**src/rtl/eth_clk_ctrl.sv**
```systemverilog
// eth_clk_ctrl: speed-select controller for the Ethernet TX clock generator.
// Divides rx_clk125 down to 2.5 MHz (10M) or 25 MHz (100M), or requests bypass for 1000M.
// A requested speed must be stable for STABLE_CYC cycles before it is accepted. A ratio
// change drains the current period, holds tx_clk low for HOLD_CYC cycles, then loads the
// new ratio, so no tx_clk high pulse is ever truncated.
//
// Ports:
//   rx_clk125   in   125 MHz clock, sole clock domain
//   reset_n     in   asynchronous active-low reset
//   speed_req   in   requested speed: 00=10M, 01=100M, 10=1000M, 11=reserved
//   tx_clk      out  registered divided clock, 0 in bypass and while switching
//   tx_ce       out  one-cycle enable coincident with each tx_clk rise, 1 in bypass
//   clk_bypass  out  downstream mux selects rx_clk125 directly
//   speed_cur   out  speed currently in effect
//   busy        out  a speed switch is in progress
//   switch_done out  one-cycle pulse when the new speed takes effect
module eth_clk_ctrl #(
    parameter int unsigned DIV_10     = 50,
    parameter int unsigned DIV_100    = 5,
    parameter int unsigned CNT_W      = 6,
    parameter int unsigned STABLE_CYC = 16,
    parameter int unsigned HOLD_CYC   = 8
) (
    input  logic       rx_clk125,
    input  logic       reset_n,
    input  logic [1:0] speed_req,
    output logic       tx_clk,
    output logic       tx_ce,
    output logic       clk_bypass,
    output logic [1:0] speed_cur,
    output logic       busy,
    output logic       switch_done
);

    localparam int unsigned STAB_W = $clog2(STABLE_CYC + 1);
    localparam int unsigned HOLD_W = $clog2(HOLD_CYC + 1);

    localparam logic [1:0] SPD_100  = 2'b01;
    localparam logic [1:0] SPD_1000 = 2'b10;
    localparam logic [1:0] SPD_RSVD = 2'b11;

    typedef enum logic [1:0] {StRun, StDrain, StHold, StLoad} state_e;

    state_e              state_q, state_d;
    logic [CNT_W-1:0]    cnt_q, cnt_d;
    logic [HOLD_W-1:0]   hold_q, hold_d;
    logic [STAB_W-1:0]   stab_q, stab_d;
    logic [1:0]          cand_q, cand_d;
    logic [1:0]          tgt_q, tgt_d;
    logic                tx_clk_d, tx_ce_d, clk_bypass_d, busy_d, switch_done_d;
    logic [1:0]          speed_cur_d;

    function automatic logic [CNT_W-1:0] div_of(logic [1:0] spd);
        return (spd == SPD_100) ? CNT_W'(DIV_100) : CNT_W'(DIV_10);
    endfunction

    logic [CNT_W-1:0] cur_div, cur_last, cur_half, tgt_half;
    logic             cur_bypass, accept;

    assign cur_div    = div_of(speed_cur);
    assign cur_last   = cur_div - CNT_W'(1);
    assign cur_half   = cur_div >> 1;
    assign tgt_half   = div_of(tgt_q) >> 1;
    assign cur_bypass = (speed_cur == SPD_1000);

    // Acceptance uses the filter's pre-update view: candidate unchanged this cycle and
    // already seen STABLE_CYC-1 times in a row.
    assign accept = (speed_req == cand_q) && (stab_q == STAB_W'(STABLE_CYC - 1)) &&
                    (state_q == StRun) && (cand_q != speed_cur) && (cand_q != SPD_RSVD);

    // State register
    always_ff @(posedge rx_clk125 or negedge reset_n) begin
        if (!reset_n) begin
            state_q <= StRun;
        end else begin
            state_q <= state_d;
        end
    end

    // Next-state logic
    always_comb begin
        state_d = state_q;
        unique case (state_q)
            StRun:   if (accept) state_d = StDrain;
            StDrain: if (cur_bypass || (cnt_q == cur_last)) state_d = StHold;
            StHold:  if (hold_q == HOLD_W'(HOLD_CYC - 1)) state_d = StLoad;
            StLoad:  state_d = StRun;
            default: state_d = StRun;
        endcase
    end

    // Next values of the divider, filter and output registers
    always_comb begin
        cnt_d         = cnt_q;
        hold_d        = '0;
        tgt_d         = tgt_q;
        speed_cur_d   = speed_cur;
        tx_clk_d      = 1'b0;
        tx_ce_d       = 1'b0;
        clk_bypass_d  = 1'b0;

        unique case (state_q)
            StRun, StDrain: begin
                if (cur_bypass) begin
                    cnt_d = '0;
                    if (state_q == StRun) begin
                        tx_ce_d      = 1'b1;
                        clk_bypass_d = 1'b1;
                    end
                end else begin
                    // Outputs show the phase held in cnt_q, so the draining period ends
                    // on the low phase div-1.
                    cnt_d    = (cnt_q == cur_last) ? '0 : cnt_q + CNT_W'(1);
                    tx_clk_d = (cnt_q < cur_half);
                    tx_ce_d  = (cnt_q == '0);
                end
            end
            StHold: begin
                cnt_d  = '0;
                hold_d = hold_q + HOLD_W'(1);
            end
            StLoad: begin
                // Phase 0 of the new ratio is presented straight out of LOAD, so the
                // divider continues from phase 1.
                speed_cur_d  = tgt_q;
                clk_bypass_d = (tgt_q == SPD_1000);
                tx_ce_d      = 1'b1;
                tx_clk_d     = (tgt_q != SPD_1000) && (tgt_half != '0);
                cnt_d        = (tgt_q == SPD_1000) ? '0 : CNT_W'(1);
            end
            default: ;
        endcase

        if (accept) tgt_d = cand_q;

        if (speed_req != cand_q) begin
            cand_d = speed_req;
            stab_d = '0;
        end else begin
            cand_d = cand_q;
            stab_d = (stab_q == STAB_W'(STABLE_CYC)) ? stab_q : stab_q + STAB_W'(1);
        end

        busy_d        = (state_d != StRun);
        switch_done_d = (state_q == StLoad);
    end

    // Datapath and output registers
    always_ff @(posedge rx_clk125 or negedge reset_n) begin
        if (!reset_n) begin
            cnt_q       <= '0;
            hold_q      <= '0;
            stab_q      <= '0;
            cand_q      <= 2'b00;
            tgt_q       <= 2'b00;
            speed_cur   <= 2'b00;
            tx_clk      <= 1'b0;
            tx_ce       <= 1'b0;
            clk_bypass  <= 1'b0;
            busy        <= 1'b0;
            switch_done <= 1'b0;
        end else begin
            cnt_q       <= cnt_d;
            hold_q      <= hold_d;
            stab_q      <= stab_d;
            cand_q      <= cand_d;
            tgt_q       <= tgt_d;
            speed_cur   <= speed_cur_d;
            tx_clk      <= tx_clk_d;
            tx_ce       <= tx_ce_d;
            clk_bypass  <= clk_bypass_d;
            busy        <= busy_d;
            switch_done <= switch_done_d;
        end
    end

endmodule

```
**config.mk**
```make
export PLATFORM = sky130hd
export DESIGN_NAME = eth_clk_ctrl
export DESIGN_NICKNAME = d
export VERILOG_FILES = /design/src/rtl/eth_clk_ctrl.sv
export SDC_FILE = /design/constraint.sdc
export NUM_CORES = 1
export LEC_CHECK = 0
export ABC_CLOCK_PERIOD_IN_PS = 1680
export CAP_MARGIN = 0
export CORE_ASPECT_RATIO = 1.2
export CORE_MARGIN = 2
export CORE_UTILIZATION = 56
export CTS_CLUSTER_DIAMETER = 120
export DETAILED_ROUTE_END_ITERATION = 8
export PLACE_DENSITY = 0.77
export SKIP_LAST_GASP = 1
export SLEW_MARGIN = 30
export SYNTH_ARGS = -nofsm -noshare
export SYNTH_HDL_FRONTEND = slang
export SYNTH_SLANG_ARGS = --single-unit
```
**constraint.sdc**
```tcl
create_clock -name rx_clk125 -period 1.68 [get_ports rx_clk125]
set_input_delay 0.336 -clock rx_clk125 [delete_from_list [all_inputs] [get_ports rx_clk125]]
set_output_delay 0.336 -clock rx_clk125 [all_outputs]
set_load 0.05 [all_outputs]
```
==> results.json, run 1 <==
{
  "status": "complete, no violations",
  "cp_top_family": "flip-flops",
  "die_w_um": 49.0,
  "power_leakage_nw": 0.735,
  "die_height_um": 58.0,
  "crit_slowest_cell": "dfrtp_1",
  "vias": 957,
  "multi_input_area_sq_um": 639,
  "critPathBufInv": 0,
  "slowest_delay_ns": 0.39,
  "clock_latency_ns": 0.32,
  "nNetsFinal": 161,
  "fmax_mhz": 614,
  "antenna_found_initial": 0,
  "htree_num_levels": 1,
  "syn_area_sq_um": 1360,
  "crit_chain": "ha_2 > and3_1 > ha_2 > nand2_2 > a211oi_4 > mux2_4",
  "drc": 0,
  "drtIter0Drc": 14,
  "cts_tree": "yes",
  "rows": 19,
  "io_buffers": 10,
  "drive_above_1_share_pct": 20.9,
  "critPathCaptureType": "flop",
  "clk_pin_slew_ns": 0.15,
  "grt_pass1_vias": 975,
  "yosysUniqueCellTypes": 35,
  "synth_seq_cells": 28,
  "register_area_sq_um": 703,
  "synthCells": 127,
  "wl_um": 2370,
  "grt_pass1_wl_um": 4110,
  "clockRootBuffer": "clkbuf_4",
  "overflow": 0,
  "dr.pass1.iters": 4,
  "hold_viol_final": 0,
  "setup_tns_ns": 0,
  "finalSetupViolCount": 0,
  "final_util_pct": 69.9,
  "cts_hold_buf": 0,
  "cts_buffers": 3,
  "vdd_drop_max_v": 0.000495,
  "pre_cts_ws_ns": -0.164,
  "wire_per_inst_um": 13.2,
  "tightest_slew_ns": 0.363,
  "slew_headroom_pct": 75.5,
  "num-fill-cells": 185,
  "postLayoutSetupSlackWorst_ns": 0.0514,
  "yosysSeqAreaShare_pct": 51.6,
  "arrival_ns": 1.84,
  "crit_start": "stab_q[0]",
  "critical_path_peak_fanout": 3,
  "start_util_pct": 58.9,
  "cts.sinks": 28,
  "ys_warn_count": 0,
  "synth_area_per_cell_sq_um": 10.7,
  "die_area_sq_um": 2840,
  "maxSlewViolCount": 0,
  "syn2layout_area_growth_pct": 18.6,
  "skew_ns": 0.0148,
  "routabilityCongestion": 0.852,
  "io-pin-count": 11,
  "rsz0062_at_grt": "yes",
  "worstPathRequired_ns": 1.89,
  "finalCriticalPeriod_ns": 1.63,
  "core_area_sq_um": 2310,
  "dp_hpwl_um": 1740,
  "hold_path_class": "input pin to asynchronous set/reset pin",
  "antenna_cells": 0,
  "cts_buffer_depth": 2,
  "via_per_inst": 5.35,
  "grt_use_total_pct": 18.5,
  "start_kind": "flop",
  "grt_start_max_net_pins": 29,
  "worst_path_most_repeated_cell": "ha_2",
  "cap_violations": 0,
  "power_mw": 1.05,
  "powerDensity_nw_per_um2": 652,
  "r2r_start": "stab_q[0]",
  "drtAntennaViolNets": 0,
  "fin_crit_sh_pct": 96.9,
  "path_class": "flop to flop",
  "syn-num-nets": 139
}
[cells in the mapped netlist (all sizes together)]
cell | n | area [sq um]
a211oi | 2 | 20.0
a21oi | 1 | 5.00
a221o | 1 | 10.0
a31oi | 2 | 12.5
a32oi | 2 | 17.5
and2 | 2 | 12.5
and2b | 1 | 7.51
and3 | 2 | 12.5
clkbuf | 3 | 11.3
dfrtp | 28 | 701
ha | 8 | 100
inv | 9 | 33.8
mux2 | 4 | 45.0
mux2i | 1 | 10.0
nand2 | 6 | 22.5
nand2b | 4 | 25.0
nand3 | 4 | 20.0
nor2 | 16 | 60.1
nor2b | 3 | 18.8
nor3 | 2 | 15.0
nor3b | 1 | 7.51
nor4 | 1 | 6.26
nor4b | 2 | 17.5
o211ai | 1 | 7.51
o21a | 1 | 7.51
o21ai | 4 | 20.0
o21bai | 2 | 15.0
or2 | 1 | 6.26
or3 | 1 | 6.26
xnor2 | 7 | 61.3
xor2 | 5 | 43.8
[report_power, final]
group / switching, mW / internal [mW]
Clock: 0.189 / 0.0928
Sequential: 0.00869 / 0.683
Combinational: 0.0422 / 0.0350
[sequential cells by signal, summed over array words and instances, names as in the netlist]
signal,flops
clk_bypass,1
cand_q,2
busy,1
speed_cur,2
tx_clk,1
cnt_q,6
tx_ce,1
state_q,2
tgt_q,2
hold_q,4
stab_q,5
switch_done,1
[layer usage]
| layer | global-route usage (%) | vias to the layer above | share of wire (%) |
|---|---|---|---|
| met4 | 4.08 | 0 | 0.42 |
| met3 | 2.58 | 2 | 2.9 |
| met1 | 22.7 | 465 | 44 |
| met2 | 34.6 | 21 | 53 |
| met5 | 0 | - | 0 |
| li1 | - | 469 | - |
[cells by family (layout without fill, tap and decap cells)]
kind of cell / after synthesis / in the layout / share of synthesized area (%)
buffers and inverters: 12 / 33 / 3.31
xor gates and xnor gates: 12 / 12 / 7.73
DFF: 28 / 28 / 51.6
adders and majority gates: 8 / 8 / 7.37
AOI/OAI and AO/OA: 16 / 16 / 8.47
muxes: 5 / 5 / 4.05
and+or+nand+nor: 46 / 46 / 17.5
[layout make-up]
class	count	share of cell area (%)
sequential	28	43.6
multi-input combinational	87	39.7
timing repair buffer	20	10.6
tap	31	2.41
inverter	9	2.10
clock buffer	4	1.63
[worst paths after layout]
check	end	slack, ns	cells past startpoint
max in group asynchronous	speed_cur[0]	1.05	2
min reg2reg	hold_q[0]	0.48	1
min in group rx_clk125	cand_q[0]	0.48	1
max reg2reg	tgt_q[1]	0.05	6
max	tgt_q[1]	0.05	6
min	state_q[1]	0.36	2
[layout by cell type (no fill, tap or decap), types with 2 or more instances in the layout]
cell	instances
nand2b_1	3
nand3_1	4
and3_1	2
nor2_1	16
clkdlybuf4s50_1	3
nor2b_1	3
o21bai_1	2
nand2_1	5
xnor2_1	7
o21ai_1	3
a32oi_1	2
buf_4	16
mux2_2	2
xor2_1	5
clkbuf_4	3
inv_1	9
ha_2	2
a31oi_1	2
dfrtp_2	2
and2_1	2
nor4b_1	2
ha_1	6
dfrtp_1	26
[repair_timing]
action	4_1_cts	5_1_grt
setup buffers	3	1
gates resized for setup	2	3
setup endpoints to repair	1	3
hold endpoints to repair	0	0
pin swaps	2	2
[per-stage QoR]
| stage | area, sq um | instances | hold slack (ns) |
|---|---|---|---|
| 2_1_floorplan | 1370 | 127 | 0.0404 |
| 3_3_place_gp | 1540 | 171 | 0.446 |
| 3_5_place_dp | 1540 | 171 | 0.468 |
| 4_1_cts | 1590 | 178 | 0.375 |
| 5_1_grt | 1610 | 179 | 0.377 |
| 6_report | 1610 | 179 | 0.364 |
(Power assumes the default switching activity.)
==> run 2: changes to the inputs <==
--- a/config.mk
+++ b/config.mk
@@ -12,7 +12,7 @@
 export CORE_UTILIZATION = 56
 export CTS_CLUSTER_DIAMETER = 120
 export DETAILED_ROUTE_END_ITERATION = 8
-export PLACE_DENSITY = 0.77
+export PLACE_DENSITY = 0.86
 export SKIP_LAST_GASP = 1
 export SLEW_MARGIN = 30
 export SYNTH_ARGS = -nofsm -noshare
==> constraint.sdc (replaced) <==
create_clock -name rx_clk125 -period 1.68 [get_ports rx_clk125]
set_input_delay 0.168 -clock rx_clk125 [delete_from_list [all_inputs] [get_ports rx_clk125]]
set_output_delay 0.168 -clock rx_clk125 [all_outputs]
set_load 0.05 [all_outputs]
==> run 2 against run 1 <==
Net effect:
- sequential power about the same
- die area stayed put
- cell count did not move
- largest cell class unchanged
==> results.json, run 2 (synthesis gave the netlist of run 1 again) <==
{
  "finalSetupViolCount": 0,
  "path_class": "flop to flop",
  "cts_buffer_depth": 2,
  "power_leakage_nw": 0.819,
  "dr.pass1.iters": 4,
  "drive_above_1_share_pct": 20.3,
  "tightest_slew_ns": 0.522,
  "layout_common_cells": "dfrtp_1, nor2_1, buf_4, inv_1, xnor2_1",
  "drc": 0,
  "wl_um": 2880,
  "status": "complete, no violations",
  "vias": 1021,
  "htree_num_levels": 1,
  "via_per_inst": 5.70,
  "io-pin-count": 11,
  "clockRootBuffer": "clkbuf_4",
  "skew_ns": 0.0167,
  "path_depth": 4,
  "drtAntennaViolNets": 0,
  "num-fill-cells": 163,
  "routabilityCongestion": 0.816,
  "core_area_sq_um": 2310,
  "critPathBufInv": 0,
  "critPathCaptureType": "flop",
  "syn2layout_area_growth_pct": 23.8,
  "cts_tree": "yes",
  "nNetsFinal": 161,
  "cts_hold_buf": 0,
  "powerDensity_nw_per_um2": 720,
  "drtIter0Drc": 20,
  "arrival_ns": 1.85,
  "cap_violations": 0,
  "wire_per_inst_um": 16.1,
  "postLayoutSetupSlackWorst_ns": 0.0485,
  "crit_slowest_cell": "dfrtp_1",
  "pre_cts_ws_ns": -0.0493,
  "worstPathRequired_ns": 1.90,
  "r2r.worst_path.cells": 4,
  "hold_slack_ns": 0.195,
  "grt_start_max_net_pins": 29,
  "antenna_found_initial": 0,
  "biggestRegsByFlops": "cnt_q x6, stab_q x5, hold_q x4",
  "fin_area_sq_um": 1680,
  "fmax_mhz": 613,
  "placed_cell_area_sq_um": 1540,
  "r2r_start": "cand_q[1]",
  "hold_viol_final": 0,
  "start_kind": "flop",
  "final_common_cell": "dfrtp_1",
  "antenna_cells": 0,
  "reg2reg_setup_slack_ns": 0.05,
  "rsz0062_at_grt": "yes",
  "cp_top_family": "flip-flops",
  "vdd_drop_max_v": 0.000581,
  "crit_start": "cand_q[1]",
  "largest_reg_flops": 6,
  "worstReg2RegEnd": "tgt_q[1]",
  "dp_hpwl_um": 1920,
  "overflow": 0,
  "grt_use_total_pct": 22.2,
  "cts_buffers": 3,
  "slowest_delay_ns": 0.46,
  "finalCriticalPeriod_ns": 1.63,
  "hold_path_class": "input pin to asynchronous set/reset pin",
  "die_area_sq_um": 2840,
  "critPathCapture": "tgt_q[1]",
  "critical_path_peak_fanout": 4,
  "grt_pass1_vias": 1053,
  "maxSlewViolCount": 0,
  "start_util_pct": 58.9,
  "slew_headroom_pct": 65.2,
  "clk_pin_slew_ns": 0.16,
  "grt_pass1_wl_um": 4830,
  "io_buffers": 10,
  "cts.sinks": 28,
  "rows": 19,
  "regMostFlops": "cnt_q",
  "fin_crit_sh_pct": 97.1,
  "clock_latency_ns": 0.33,
  "die_w_um": 49.0,
  "power_mw": 1.21,
  "crit_chain": "xnor2_1 > nand2_1 > a211oi_4 > mux2_4",
  "die_height_um": 58.0
}
-- run 2: report_power, final --
part	switching [mW]	internal, mW	total (mW)
clock	0.197	0.241	0.438
sequential	0.00973	0.683	0.693
combinational	0.0457	0.0346	0.0803
-- run 2: worst min path at each step --
| stage | from | endpoint | cells after the start |
|---|---|---|---|
| after global placement | hold_q[0] | hold_q[0] | 1 |
| after global routing | reset_n | cnt_q[4] | 2 |
| final | reset_n | state_q[0] | 2 |
| after floorplan | reset_n | busy | 0 |
| after detailed placement | hold_q[0] | hold_q[0] | 1 |
| after CTS | reset_n | tx_ce | 2 |
-- run 2: timing repair --
action                                  4_1_cts  5_1_grt
pin swaps                                     2        2
endpoints found under the setup margin        3        7
gates resized for setup                       7        8
setup buffers                                 3        1
-- run 2: metal layers --
layer / vias up / routed length (um) / global-route usage (%)
met5: - / 0 / 0
met4: 0 / 38 / 7.35
met3: 4 / 110 / 2.58
met2: 22 / 1590 / 43.2
met1: 524 / 1130 / 25.3
li1: 471 / - / -
-- run 2: area by class of cell --
cell class | instances | area (sq um) | area share (%)
Multi-Input combinational cell | 87 | 676 | 40.1
Clock inverter | 1 | 30.0 | 1.78
Tap cell | 31 | 38.8 | 2.30
Clock buffer | 3 | 22.5 | 1.34
Sequential cell | 28 | 703 | 41.8
Inverter | 9 | 33.8 | 2.01
Timing Repair Buffer | 20 | 179 | 10.6
-- run 2: per-stage QoR --
stage	utilization, %	cells	TNS (ns)
floorplan	-	127	0
global placement	66.6	171	0
detailed placement	66.6	171	-0.0890
CTS	70.9	178	0
global route	73.0	179	-0.0441
finish	73.0	179	0
